$ cat src/rtl/positron_argmax_sink_pkg.sv
// Shared types and helpers for the positron argmax sink.
package positron_argmax_sink_pkg;

  // Widest posit the signed compare helper handles.
  localparam int unsigned PositMaxW = 32;

  typedef enum logic {
    StCollect,
    StEmit
  } state_e;

  // Posits order like two's-complement integers; NaR is the most negative code.
  function automatic logic posit_gt(input logic signed [PositMaxW-1:0] a,
                                    input logic signed [PositMaxW-1:0] b);
    return a > b;
  endfunction

  // NaR bit pattern (1 followed by zeros) for a posit of the given width.
  function automatic logic [PositMaxW-1:0] posit_nar(input int unsigned width);
    return PositMaxW'(1) << (width - 1);
  endfunction

endpackage

$ cat src/rtl/positron_argmax_sink_posit_max_tracker.sv
// Running maximum / argmax of one frame of posit scores, plus the beat counter.
// max_o/idx_o already include the beat presented this cycle, so the caller can
// latch the final result on the closing beat itself.
module posit_max_tracker
  import positron_argmax_sink_pkg::*;
#(
  parameter int unsigned POSIT_WIDTH = 4,
  parameter int unsigned IDX_WIDTH   = 4
) (
  input  logic                   clk,
  input  logic                   rst,
  input  logic                   load_first_i,
  input  logic                   en_i,
  input  logic                   clr_i,
  input  logic [POSIT_WIDTH-1:0] posit_i,
  input  logic [IDX_WIDTH-1:0]   idx_i,
  output logic [POSIT_WIDTH-1:0] max_o,
  output logic [IDX_WIDTH-1:0]   idx_o,
  output logic [IDX_WIDTH-1:0]   cnt_o
);

  logic [POSIT_WIDTH-1:0] max_q, max_d;
  logic [IDX_WIDTH-1:0]   idx_q, idx_d;
  logic [IDX_WIDTH-1:0]   cnt_q, cnt_d;

  logic signed [PositMaxW-1:0] cand_sx, max_sx;

  assign cand_sx = PositMaxW'($signed(posit_i));
  assign max_sx  = PositMaxW'($signed(max_q));

  // Next max/idx: first beat loads, later beats replace only on strict greater.
  always_comb begin
    max_d = max_q;
    idx_d = idx_q;
    cnt_d = cnt_q;
    if (en_i) begin
      if (load_first_i || posit_gt(cand_sx, max_sx)) begin
        max_d = posit_i;
        idx_d = idx_i;
      end
      cnt_d = clr_i ? '0 : cnt_q + IDX_WIDTH'(1);
    end
  end

  // Tracker state registers.
  always_ff @(posedge clk) begin
    if (rst) begin
      max_q <= '0;
      idx_q <= '0;
      cnt_q <= '0;
    end else begin
      max_q <= max_d;
      idx_q <= idx_d;
      cnt_q <= cnt_d;
    end
  end

  assign max_o = max_d;
  assign idx_o = idx_d;
  assign cnt_o = cnt_q;

endmodule

$ cat src/rtl/positron_argmax_sink.sv
// Frame sink: argmax over each eow-delimited score frame, result sent as an
// AXI-stream beat {max_posit, class_idx} with a frame-length error in tuser.
module positron_argmax_sink
  import positron_argmax_sink_pkg::*;
#(
  parameter int unsigned POSIT_WIDTH = 4,
  parameter int unsigned POSIT_ES    = 0,
  parameter int unsigned NB_CLASSES  = 10,
  parameter int unsigned NB_IMAGES   = 2,
  parameter int unsigned IDX_WIDTH   = $clog2(NB_CLASSES)
) (
  input  logic                             clk,
  input  logic                             rst,
  output logic                             rtr_o,
  input  logic                             rts_i,
  input  logic                             eow_i,
  input  logic [POSIT_WIDTH-1:0]           posit_i,
  output logic                             m_axis_tvalid,
  input  logic                             m_axis_tready,
  output logic [POSIT_WIDTH+IDX_WIDTH-1:0] m_axis_tdata,
  output logic                             m_axis_tuser,
  output logic                             m_axis_tlast
);

  localparam int unsigned ImgW = (NB_IMAGES > 1) ? $clog2(NB_IMAGES) : 1;
  localparam int unsigned DW   = POSIT_WIDTH + IDX_WIDTH;

  // ES does not affect ordering; only sanity-checked here.
  if (NB_CLASSES < 2 || POSIT_ES >= POSIT_WIDTH || POSIT_WIDTH > PositMaxW) begin : g_param_err
    $error("positron_argmax_sink: unsupported parameter combination");
  end

  state_e            state_q, state_d;
  logic [ImgW-1:0]   img_q, img_d;
  logic              rtr_q, tvalid_q;
  logic [DW-1:0]     tdata_q, tdata_d;
  logic              tuser_q, tuser_d;
  logic              tlast_q, tlast_d;

  logic                   accept, last_beat, close;
  logic [POSIT_WIDTH-1:0] trk_max;
  logic [IDX_WIDTH-1:0]   trk_idx, trk_cnt;

  assign accept    = rts_i && rtr_q;
  assign last_beat = (trk_cnt == IDX_WIDTH'(NB_CLASSES - 1));
  assign close     = accept && (eow_i || last_beat);

  posit_max_tracker #(
    .POSIT_WIDTH(POSIT_WIDTH),
    .IDX_WIDTH  (IDX_WIDTH)
  ) u_tracker (
    .clk         (clk),
    .rst         (rst),
    .load_first_i(trk_cnt == '0),
    .en_i        (accept),
    .clr_i       (close),
    .posit_i     (posit_i),
    .idx_i       (trk_cnt),
    .max_o       (trk_max),
    .idx_o       (trk_idx),
    .cnt_o       (trk_cnt)
  );

  // Next state, result latch on frame close, image counter on handshake.
  always_comb begin
    state_d = state_q;
    img_d   = img_q;
    tdata_d = tdata_q;
    tuser_d = tuser_q;
    tlast_d = tlast_q;
    unique case (state_q)
      StCollect: begin
        if (close) begin
          state_d = StEmit;
          tdata_d = {trk_max, trk_idx};
          // Error when eow and the beat count disagree about the frame end.
          tuser_d = eow_i ^ last_beat;
          tlast_d = (img_q == ImgW'(NB_IMAGES - 1));
        end
      end
      StEmit: begin
        if (m_axis_tready) begin
          state_d = StCollect;
          img_d   = (img_q == ImgW'(NB_IMAGES - 1)) ? '0 : img_q + ImgW'(1);
        end
      end
      default: state_d = StCollect;
    endcase
  end

  // State and registered outputs; rtr/tvalid are decodes of the next state.
  always_ff @(posedge clk) begin
    if (rst) begin
      state_q  <= StCollect;
      img_q    <= '0;
      rtr_q    <= 1'b0;
      tvalid_q <= 1'b0;
      tdata_q  <= '0;
      tuser_q  <= 1'b0;
      tlast_q  <= 1'b0;
    end else begin
      state_q  <= state_d;
      img_q    <= img_d;
      rtr_q    <= (state_d == StCollect);
      tvalid_q <= (state_d == StEmit);
      tdata_q  <= tdata_d;
      tuser_q  <= tuser_d;
      tlast_q  <= tlast_d;
    end
  end

  assign rtr_o         = rtr_q;
  assign m_axis_tvalid = tvalid_q;
  assign m_axis_tdata  = tdata_q;
  assign m_axis_tuser  = tuser_q;
  assign m_axis_tlast  = tlast_q;

endmodule

$ cat config.mk
export PLATFORM = sky130hd
export DESIGN_NAME = positron_argmax_sink
export DESIGN_NICKNAME = d
export VERILOG_FILES = /design/src/rtl/positron_argmax_sink_pkg.sv /design/src/rtl/positron_argmax_sink_posit_max_tracker.sv /design/src/rtl/positron_argmax_sink.sv
export SDC_FILE = /design/constraint.sdc
export NUM_CORES = 1
export LEC_CHECK = 0
export CAP_MARGIN = 20
export CELL_PAD_IN_SITES_DETAIL_PLACEMENT = 1
export CELL_PAD_IN_SITES_GLOBAL_PLACEMENT = 1
export CORE_MARGIN = 1.5
export CORE_UTILIZATION = 44
export CTS_BUF_LIST = sky130_fd_sc_hd__clkbuf_2 sky130_fd_sc_hd__clkbuf_4 sky130_fd_sc_hd__clkbuf_8
export CTS_CLUSTER_DIAMETER = 120
export DETAILED_ROUTE_END_ITERATION = 8
export PLACE_DENSITY_LB_ADDON = 0.1
export SKIP_LAST_GASP = 1
export SLEW_MARGIN = 20
export SYNTH_ARGS = -nofsm -noshare
export SYNTH_HDL_FRONTEND = slang
export SYNTH_SLANG_ARGS = --single-unit
$ cat constraint.sdc
create_clock -name clk -period 4.51 [get_ports clk]
set_clock_uncertainty 0.15 [all_clocks]
set_input_delay 0.6765 -clock clk [delete_from_list [all_inputs] [get_ports clk]]
set_output_delay 0.6765 -clock clk [all_outputs]
set_load 0.02 [all_outputs]
Word-level counts from Yosys, hierarchy flattened. Index checks and enable logic that the tools add are counted.

Memories: 0. Latch bits: 0. Output and inout bits: 12. ROM bits: 0. Register bits after elaboration: 25. Bits in writable memories: 0.

Eq/ne operators: 1. Reduce and logical (&&, ||, !) cells: 7. Multipliers: 0. Bitwise gates (word level): 3. $lt $le $gt $ge: 1. $add $sub $neg: 2. Multiplexer cells: 9. Div/mod/pow operators: 0. Shift operators: 0.

Operator list (number): 2-to-1 mux 4 bit (5); adder 4 x 1 -> 4 bit, second input constant (1); == test 4 bit, second input constant (1); greater-than comparator 4 bit (1); zero test 4 bit (1); AND reduction 2 bit (2); 2-to-1 mux 1 bit (3); logical AND 1 bit (2); logical OR 1 bit (2); inverter 1 bit (2); case mux 1 bit (2 select lines) (1); adder 1 bit, second input constant (1); XOR 1 bit (1).

Depth between registers and ports, before layout.
Depth in word-level cells: 6. Mapped depth: 8.

Modules after synthesis. Synthesis repeated with hierarchy kept, for this count alone.

Cell total of the unflattened synthesis: 158. Area, all modules: 1491.4 um2.

By module, submodules not included: posit_max_tracker (sequential area each 240.2 um2, cells an instance 98, instances 1, area each 869.6 um2); positron_argmax_sink (sequential area each 260.2 um2, cells an instance 60, instances 1, area each 621.8 um2).

Worst setup path before layout. No wires, ideal clock.

Path type: input-to-reg. Start: input port posit_i[1]. End: register tdata_q[2], in the netlist m_axis_tdata[2]. Buffers on the path: 0. Required time: 4281 ps. Setup time: 79 ps. Arrival time: 1947 ps. Cell stages on the path: 6. Setup slack: 2334 ps. Path through: ha_1 -> nor2b_4 -> o21a_1 -> o2111a_2 -> a2bb2oi_2 -> a211oi_2.

Longest elaborated chain between the ends: 4.

RTL lines: start, declared (RTL line positron_argmax_sink.sv:17) `input logic [POSIT_WIDTH-1:0] posit_i,`; greater-than comparator 4 bit (RTL line positron_argmax_sink_pkg.sv:15) `return a > b;`; logical OR 1 bit (RTL line positron_argmax_sink_posit_max_tracker.sv:37) `if (load_first_i || posit_gt(cand_sx, max_sx)) begin`; 2-to-1 mux 4 bit (RTL line positron_argmax_sink_posit_max_tracker.sv:37); 2-to-1 mux 4 bit (RTL line positron_argmax_sink_posit_max_tracker.sv:36) `if (en_i) begin`; end signal, assigned (RTL line positron_argmax_sink.sv:106) `tdata_q <= tdata_d;`; end, declared (RTL line positron_argmax_sink.sv:36) `logic [DW-1:0] tdata_q, tdata_d;`.

Every way passes these cells. A chain may end at the register's enable or synchronous reset.

Final worst setup path.
Start: input port posit_i[1]. End: register tdata_q[7], in the netlist m_axis_tdata[7].

The elaborated chain is that of the path after synthesis.

==> reports/metrics.cfg <==
[placement]
dp.cells=180
place_congestion=0.737
dp_hpwl_um=2090
io_buffers=20

[routing]
drtIter0Drc=11
vias_per_cell=5.45
vias=1002
wl_um=2810
drcViolationCount=0
dr.pass1.iters=4
postRouteAntennaNets=0
wl_per_cell_um=15.3

[critical_path]
rr_startpoint=u_tracker.max_q[1]
worst-path-buf-inv=1
critPathTopFamily=compound AO/OA/AOI/OAI gates
arrival_ns=2.66
end_kind=register
r2r_slack_ns=2.30
worstRegToRegCells=7
startpoint_type=input pin
r2r-end=m_axis_tdata[7]
path_class=input pin to register
path_cells=clkdlybuf4s50_1 > ha_1 > nor2b_4 > o21a_1 > o21ai_4 > mux2i_1 > a211oi_1
required_ns=4.54
crit_path_max_fanout=12
slowest_delay_ns=0.46
critPathSlowestCell=clkdlybuf4s50_1

[floorplanning]
die_height_um=56.3
dieArea_sq_mm=0.00317
die_w_um=56.3
floorplan.initialDensity=0.458
io-pin-count=21
rows=19
core_sq_mm=0.00273

[timing]
drv_slew=0
finalHoldViolCount=0
setup_viol_count_final=0
fmax_ghz=0.381
fin_crit_sh=0.582
tightest_slew_ns=0.982
timing.slew.headroom=0.343
tns_ns=0
finalCriticalPeriod_ns=2.62
rsz0062_at_grt=no

[logic_synthesis]
synthDistinctLibCells=34
synth_top_family_by_area=compound AO/OA/AOI/OAI gates
syn_inst=135
synth-seq-cells=25
synth_xor_area_frac=0.00700
synth-seq-area-share=0.400
synthMuxAreaShare=0.0640
synth_simple_gate_area_share=0.185
synthesis.nets=152
synth-compound-area-share=0.206
netlist_area_sq_mm=0.00125
avgSynthCellArea_sq_um=9.27
yosys.area_share.adder=0.0800
yosys_warnings=0

[cells_and_area]
layout.nets=171
multi_input_area_sq_um=683
nFillCells=306
final_cells=184
area_delta_synth_final_pct=19.4
regArea_sq_um=500
layout-drive-gt1-share=0.118
diodes=0

[global_routing]
grt_pass1_wl_um=4640
grt_overflow_total=0
grt_start_max_net_pins=26
grt_usage=0.190
grt_pass1_vias=1034
antenna_found_initial=0

[flow_run]
cap_viol_max_count=0

[cts]
cts_resized=0
clock_sinks=25
cts_tree=built
cts_buffers=3
clockBufferDepth=2
cts_root_buf=clkbuf_4
clk_latency_ns=0.33
htree_levels=1
ctsHoldBuffers=0
clkTransAtPathRegs_ns=0.16
post-cts-setup-buffers=0

[pwr]
max-vdd-ir-drop_uv=170
powerDensity_mw_per_mm2=280
power_leakage_nw=0.528

[worst_hold_path]
hp-start=u_tracker.idx_q[0]
min_path_cells=2
min_to=u_tracker.idx_q[0]
hp-class=register to register

[outcome]
status=finished clean

[sequential cells by signal, summed over array words and instances (netlist names)]
register and cells:
rtr_o 1, u_tracker.idx_q 4, u_tracker.max_q 4, m_axis_tuser 1, m_axis_tvalid 1, u_tracker.cnt_o 4
m_axis_tlast 1, img_q 1, m_axis_tdata 8
[cell type report]
| class | instances | share of cell area |
|---|---|---|
| Tap cell | 31 | 0.0260 |
| Multi-Input combinational cell | 94 | 0.457 |
| Clock buffer | 3 | 0.0151 |
| Inverter | 9 | 0.0226 |
| Sequential cell | 25 | 0.335 |
| Clock inverter | 1 | 0.00503 |
| Timing Repair Buffer | 21 | 0.139 |
[logic make-up after synthesis]
kind of cell,after synthesis
AO/OA/AOI/OAI,35
XOR/XNOR,1
adder cells (fa/ha/maj),8
buffers and inverters,16
flip-flops,25
multiplexers,8
AND/OR/NAND/NOR,42
[cell usage after synthesis]
cell type | count | area (sq um)
nor2_1 | 16 | 60.1
a21o_2 | 1 | 8.76
buf_8 | 1 | 15.0
nor2b_1 | 2 | 12.5
o21a_1 | 1 | 7.51
nand2b_4 | 1 | 13.8
nand2b_1 | 1 | 6.26
o2111a_2 | 1 | 12.5
nor3_1 | 3 | 15.0
inv_1 | 8 | 30.0
nand3b_1 | 1 | 7.51
a21oi_1 | 11 | 55.1
inv_2 | 1 | 3.75
a211oi_1 | 6 | 45.0
ha_1 | 8 | 100
dfxtp_1 | 25 | 500
nand3_1 | 2 | 10.0
nor3b_4 | 1 | 18.8
a21o_1 | 1 | 7.51
o21ai_0 | 1 | 5.00
clkbuf_1 | 5 | 18.8
o21ai_1 | 7 | 35.0
nor2b_4 | 1 | 13.8
a2bb2oi_2 | 2 | 30.0
mux2i_1 | 8 | 80.1
xor2_1 | 1 | 8.76
nor3b_2 | 1 | 12.5
nand4_1 | 3 | 18.8
or3b_1 | 1 | 8.76
buf_2 | 1 | 5.00
o21ai_4 | 1 | 16.3
o21ba_1 | 1 | 10.0
a211oi_2 | 2 | 25.0
nand2_1 | 9 | 33.8
[worst max-delay path by stage]
stage / start / endpoint / slack (ns) / cells past startpoint
after floorplan: posit_i[1] / m_axis_tdata[2] / 2.33 / 6
after global routing: posit_i[1] / m_axis_tdata[5] / 1.82 / 7
after detailed placement: posit_i[1] / m_axis_tdata[7] / 1.53 / 7
after global placement: posit_i[1] / m_axis_tdata[7] / 1.61 / 7
final: posit_i[1] / m_axis_tdata[7] / 1.89 / 7
after CTS: posit_i[1] / m_axis_tdata[7] / 1.89 / 7
[cells in the final DEF (no fill, tap or decap), drive strengths merged, types with 8 or more instances in the layout]
| master | synthesis | layout |
|---|---|---|
| clkdlybuf4s50 | 0 | 20 |
| inv | 9 | 9 |
| ha | 8 | 8 |
| mux2i | 8 | 8 |
| nor2 | 16 | 16 |
| a21oi | 11 | 11 |
| dfxtp | 25 | 25 |
| o21ai | 9 | 9 |
| nand2 | 9 | 9 |
| a211oi | 8 | 8 |
[per-stage QoR]
step | setup slack [ns] | power (mW) | hold slack, ns | area [sq um] | util
floorplan | 2.33 | 0.286 | 0.308 | 1250 | -
global placement | 1.61 | 0.311 | 0.321 | 1460 | 0.535
detailed placement | 1.53 | 0.314 | 0.337 | 1460 | 0.535
CTS | 1.89 | 0.422 | 0.359 | 1490 | 0.546
global route | 1.82 | 0.440 | 0.384 | 1490 | 0.546
finish | 1.89 | 0.418 | 0.360 | 1490 | 0.546
[layer usage]
metal,part of all wire,vias to the layer above,track usage
li1,-,503,-
met1,0.43,477,0.218
met2,0.53,18,0.350
met3,0.026,4,0.0207
met4,0.016,0,0.0850
met5,0,-,0
[worst register-to-register path: stages, from the launching register on]
cell      delay [ns]
dfxtp_1         0.39
inv_1           0.06
ha_1            0.30
nor2b_4         0.14
o21a_1          0.20
o21ai_4         0.39
mux2i_1         0.32
a211oi_1        0.11
[power by group]
part | switching [mW] | internal (mW) | total, mW
Clock | 0.0749 | 0.0339 | 0.109
Sequential | 0.00621 | 0.229 | 0.235
Combinational | 0.0394 | 0.0344 | 0.0738
No activity file was read; power rests on OpenSTA's default activity.
==> RTL edit, RTL diff (same settings) <==
`POSIT_WIDTH` is set to 4 in 2 places; all go to 6.
--- a/src/rtl/positron_argmax_sink_posit_max_tracker.sv
+++ b/src/rtl/positron_argmax_sink_posit_max_tracker.sv
@@ -5,5 +5,5 @@
   import positron_argmax_sink_pkg::*;
 #(
-  parameter int unsigned POSIT_WIDTH = 4,
+  parameter int unsigned POSIT_WIDTH = 6,
   parameter int unsigned IDX_WIDTH   = 4
 ) (
--- a/src/rtl/positron_argmax_sink.sv
+++ b/src/rtl/positron_argmax_sink.sv
@@ -4,5 +4,5 @@
   import positron_argmax_sink_pkg::*;
 #(
-  parameter int unsigned POSIT_WIDTH = 4,
+  parameter int unsigned POSIT_WIDTH = 6,
   parameter int unsigned POSIT_ES    = 0,
   parameter int unsigned NB_CLASSES  = 10,
Ports: changed (resized m_axis_tdata and posit_i); port bits go from 21 to 25. No check against the original RTL was run, so the function may have changed too.
==> RTL edit against the original RTL <==
Total power is 41% higher. Combinational power is 20% higher. Cell count is 21% higher. Critical path type unchanged. Routed wire length is 21% higher. Setup slack worse by 160 ps. Synthesized cell count is 14% higher. Clock power is 110% higher. Synthesized area is 11% higher. Sequential power is 15% higher. Sequential cell count is 4 higher. Count of clock-buffer cells in the layout is 4 higher. Cell area is 17% higher. Utilization is 2.9 points higher.
==> RTL edit: results (changes against the original RTL) <==
* Seq area share at 0.333 (was 0.335)
* Clock-cell share of area at 0.0510 (was 0.0201)
* Max IR drop VDD at 192 µV (was 170 µV)
* Mux cell area share after synthesis at 0.0145 (was 0.0640)
* Num rows at 20 (was 19)
* Footprint of the multi-input gates at 729 µm² (was 683 µm²)
* DRT iter0 DRCs at 66 (was 11)
* Hold path startpoint: m_axis_tdata[9]$_SDFFE_PP0P_ (was u_tracker.idx_q[0]$_SDFF_PP0_)
* Non-clk buf share at 0.142 (was 0.139)
* Met1 Use GR at 0.262 (was 0.218)
* Outcome: completed (unchanged)
* Largest cells by area after synthesis: dfxtp_1 (42%), ha_1 (9.0%), nor2_1 (5.4%) (was dfxtp_1 (40%), ha_1 (8.0%), mux2i_1 (6.4%))
* M1 WL at 1440 µm (was 1200 µm)
* Sequential power at 0.271 mW (was 0.235 mW)
* Bufs w/o clock at 25 (was 21)
* Clock Power at 0.228 mW (was 0.109 mW)
* Worst-path clk slew at 90 ps (was 160 ps)
* Slew @ Worst Pin at 994 ps (was 982 ps)
* Post-synth top cells: dfxtp_1 (29), nor2_1 (20), a21oi_1 (12), nand3_1 (12), inv_1 (11) (was dfxtp_1 (25), nor2_1 (16), a21oi_1 (11), nand2_1 (9))
* Setup crit start: posit_i[4] (was posit_i[1])
* First-pass GRT wire length at 5750 µm (was 4640 µm)
* Total power at 0.588 mW (was 0.418 mW)
* Adder-Cell Fraction of Synth Area at 0.0903 (was 0.0800)
* Nets at 199 (was 171)
* Num CTS Buffers at 5 (was 3)
* Inverter count at 11 (was 9)
* Avg Inst Size Synth at 8.99 µm² (was 9.27 µm²)
* Fraction of layout cells with a size suffix above 1 at 0.0894 (was 0.118)
* Placed insts at 215 (was 180)
* Half-perimeter wire length after detailed placement at 2540 µm (was 2090 µm)
* Multi-In Gates at 106 (was 94)
* Fill count at 358 (was 306)
* Post-synth cell types at 33 (was 34)
* Max stage delay cell, worst path: a2111o_1 (was clkdlybuf4s50_1)
* Avg WL per Cell at 15.3 µm (about the same)
* Synth Area in Compound Gates at 0.228 (was 0.206)
* Met3 Track Usage GR at 0.0524 (was 0.0207)
* Largest register FFs at 10 (was 8)
* CP Max Fanout at 10 (was 12)
* Clock buf count at 7 (was 3)
* Via density at 5.51 (was 5.45)
* WL met3 at 127 µm (was 72 µm)
RTL edit: cell types whose count changed after synthesis, sizes merged, moves of 6 or more:
cell	unedited run	this run
a211oi	8	2
a311oi	0	8
mux2i	8	2
nand3	2	12
o211ai	0	8
o21ai	9	2
RTL edit: metrics by stage:
step,utilization,setup WS (ps)
floorplan,-,2070
global placement,0.546,1470
detailed placement,0.546,1400
CTS,0.576,1740
global route,0.576,1590
finish,0.576,1720
RTL edit: path summary, 6_finish.rpt:
| path | end | slack (ps) | cells after the start |
|---|---|---|---|
| setup reg to reg | m_axis_tdata[8]$_SDFFE_PP0P_ | 1990 | 7 |
| hold / removal | m_axis_tdata[9]$_SDFFE_PP0P_ | 350 | 2 |
| hold reg to reg | m_axis_tdata[9]$_SDFFE_PP0P_ | 350 | 2 |
| setup / recovery | m_axis_tdata[2]$_SDFFE_PP0P_ | 1720 | 7 |
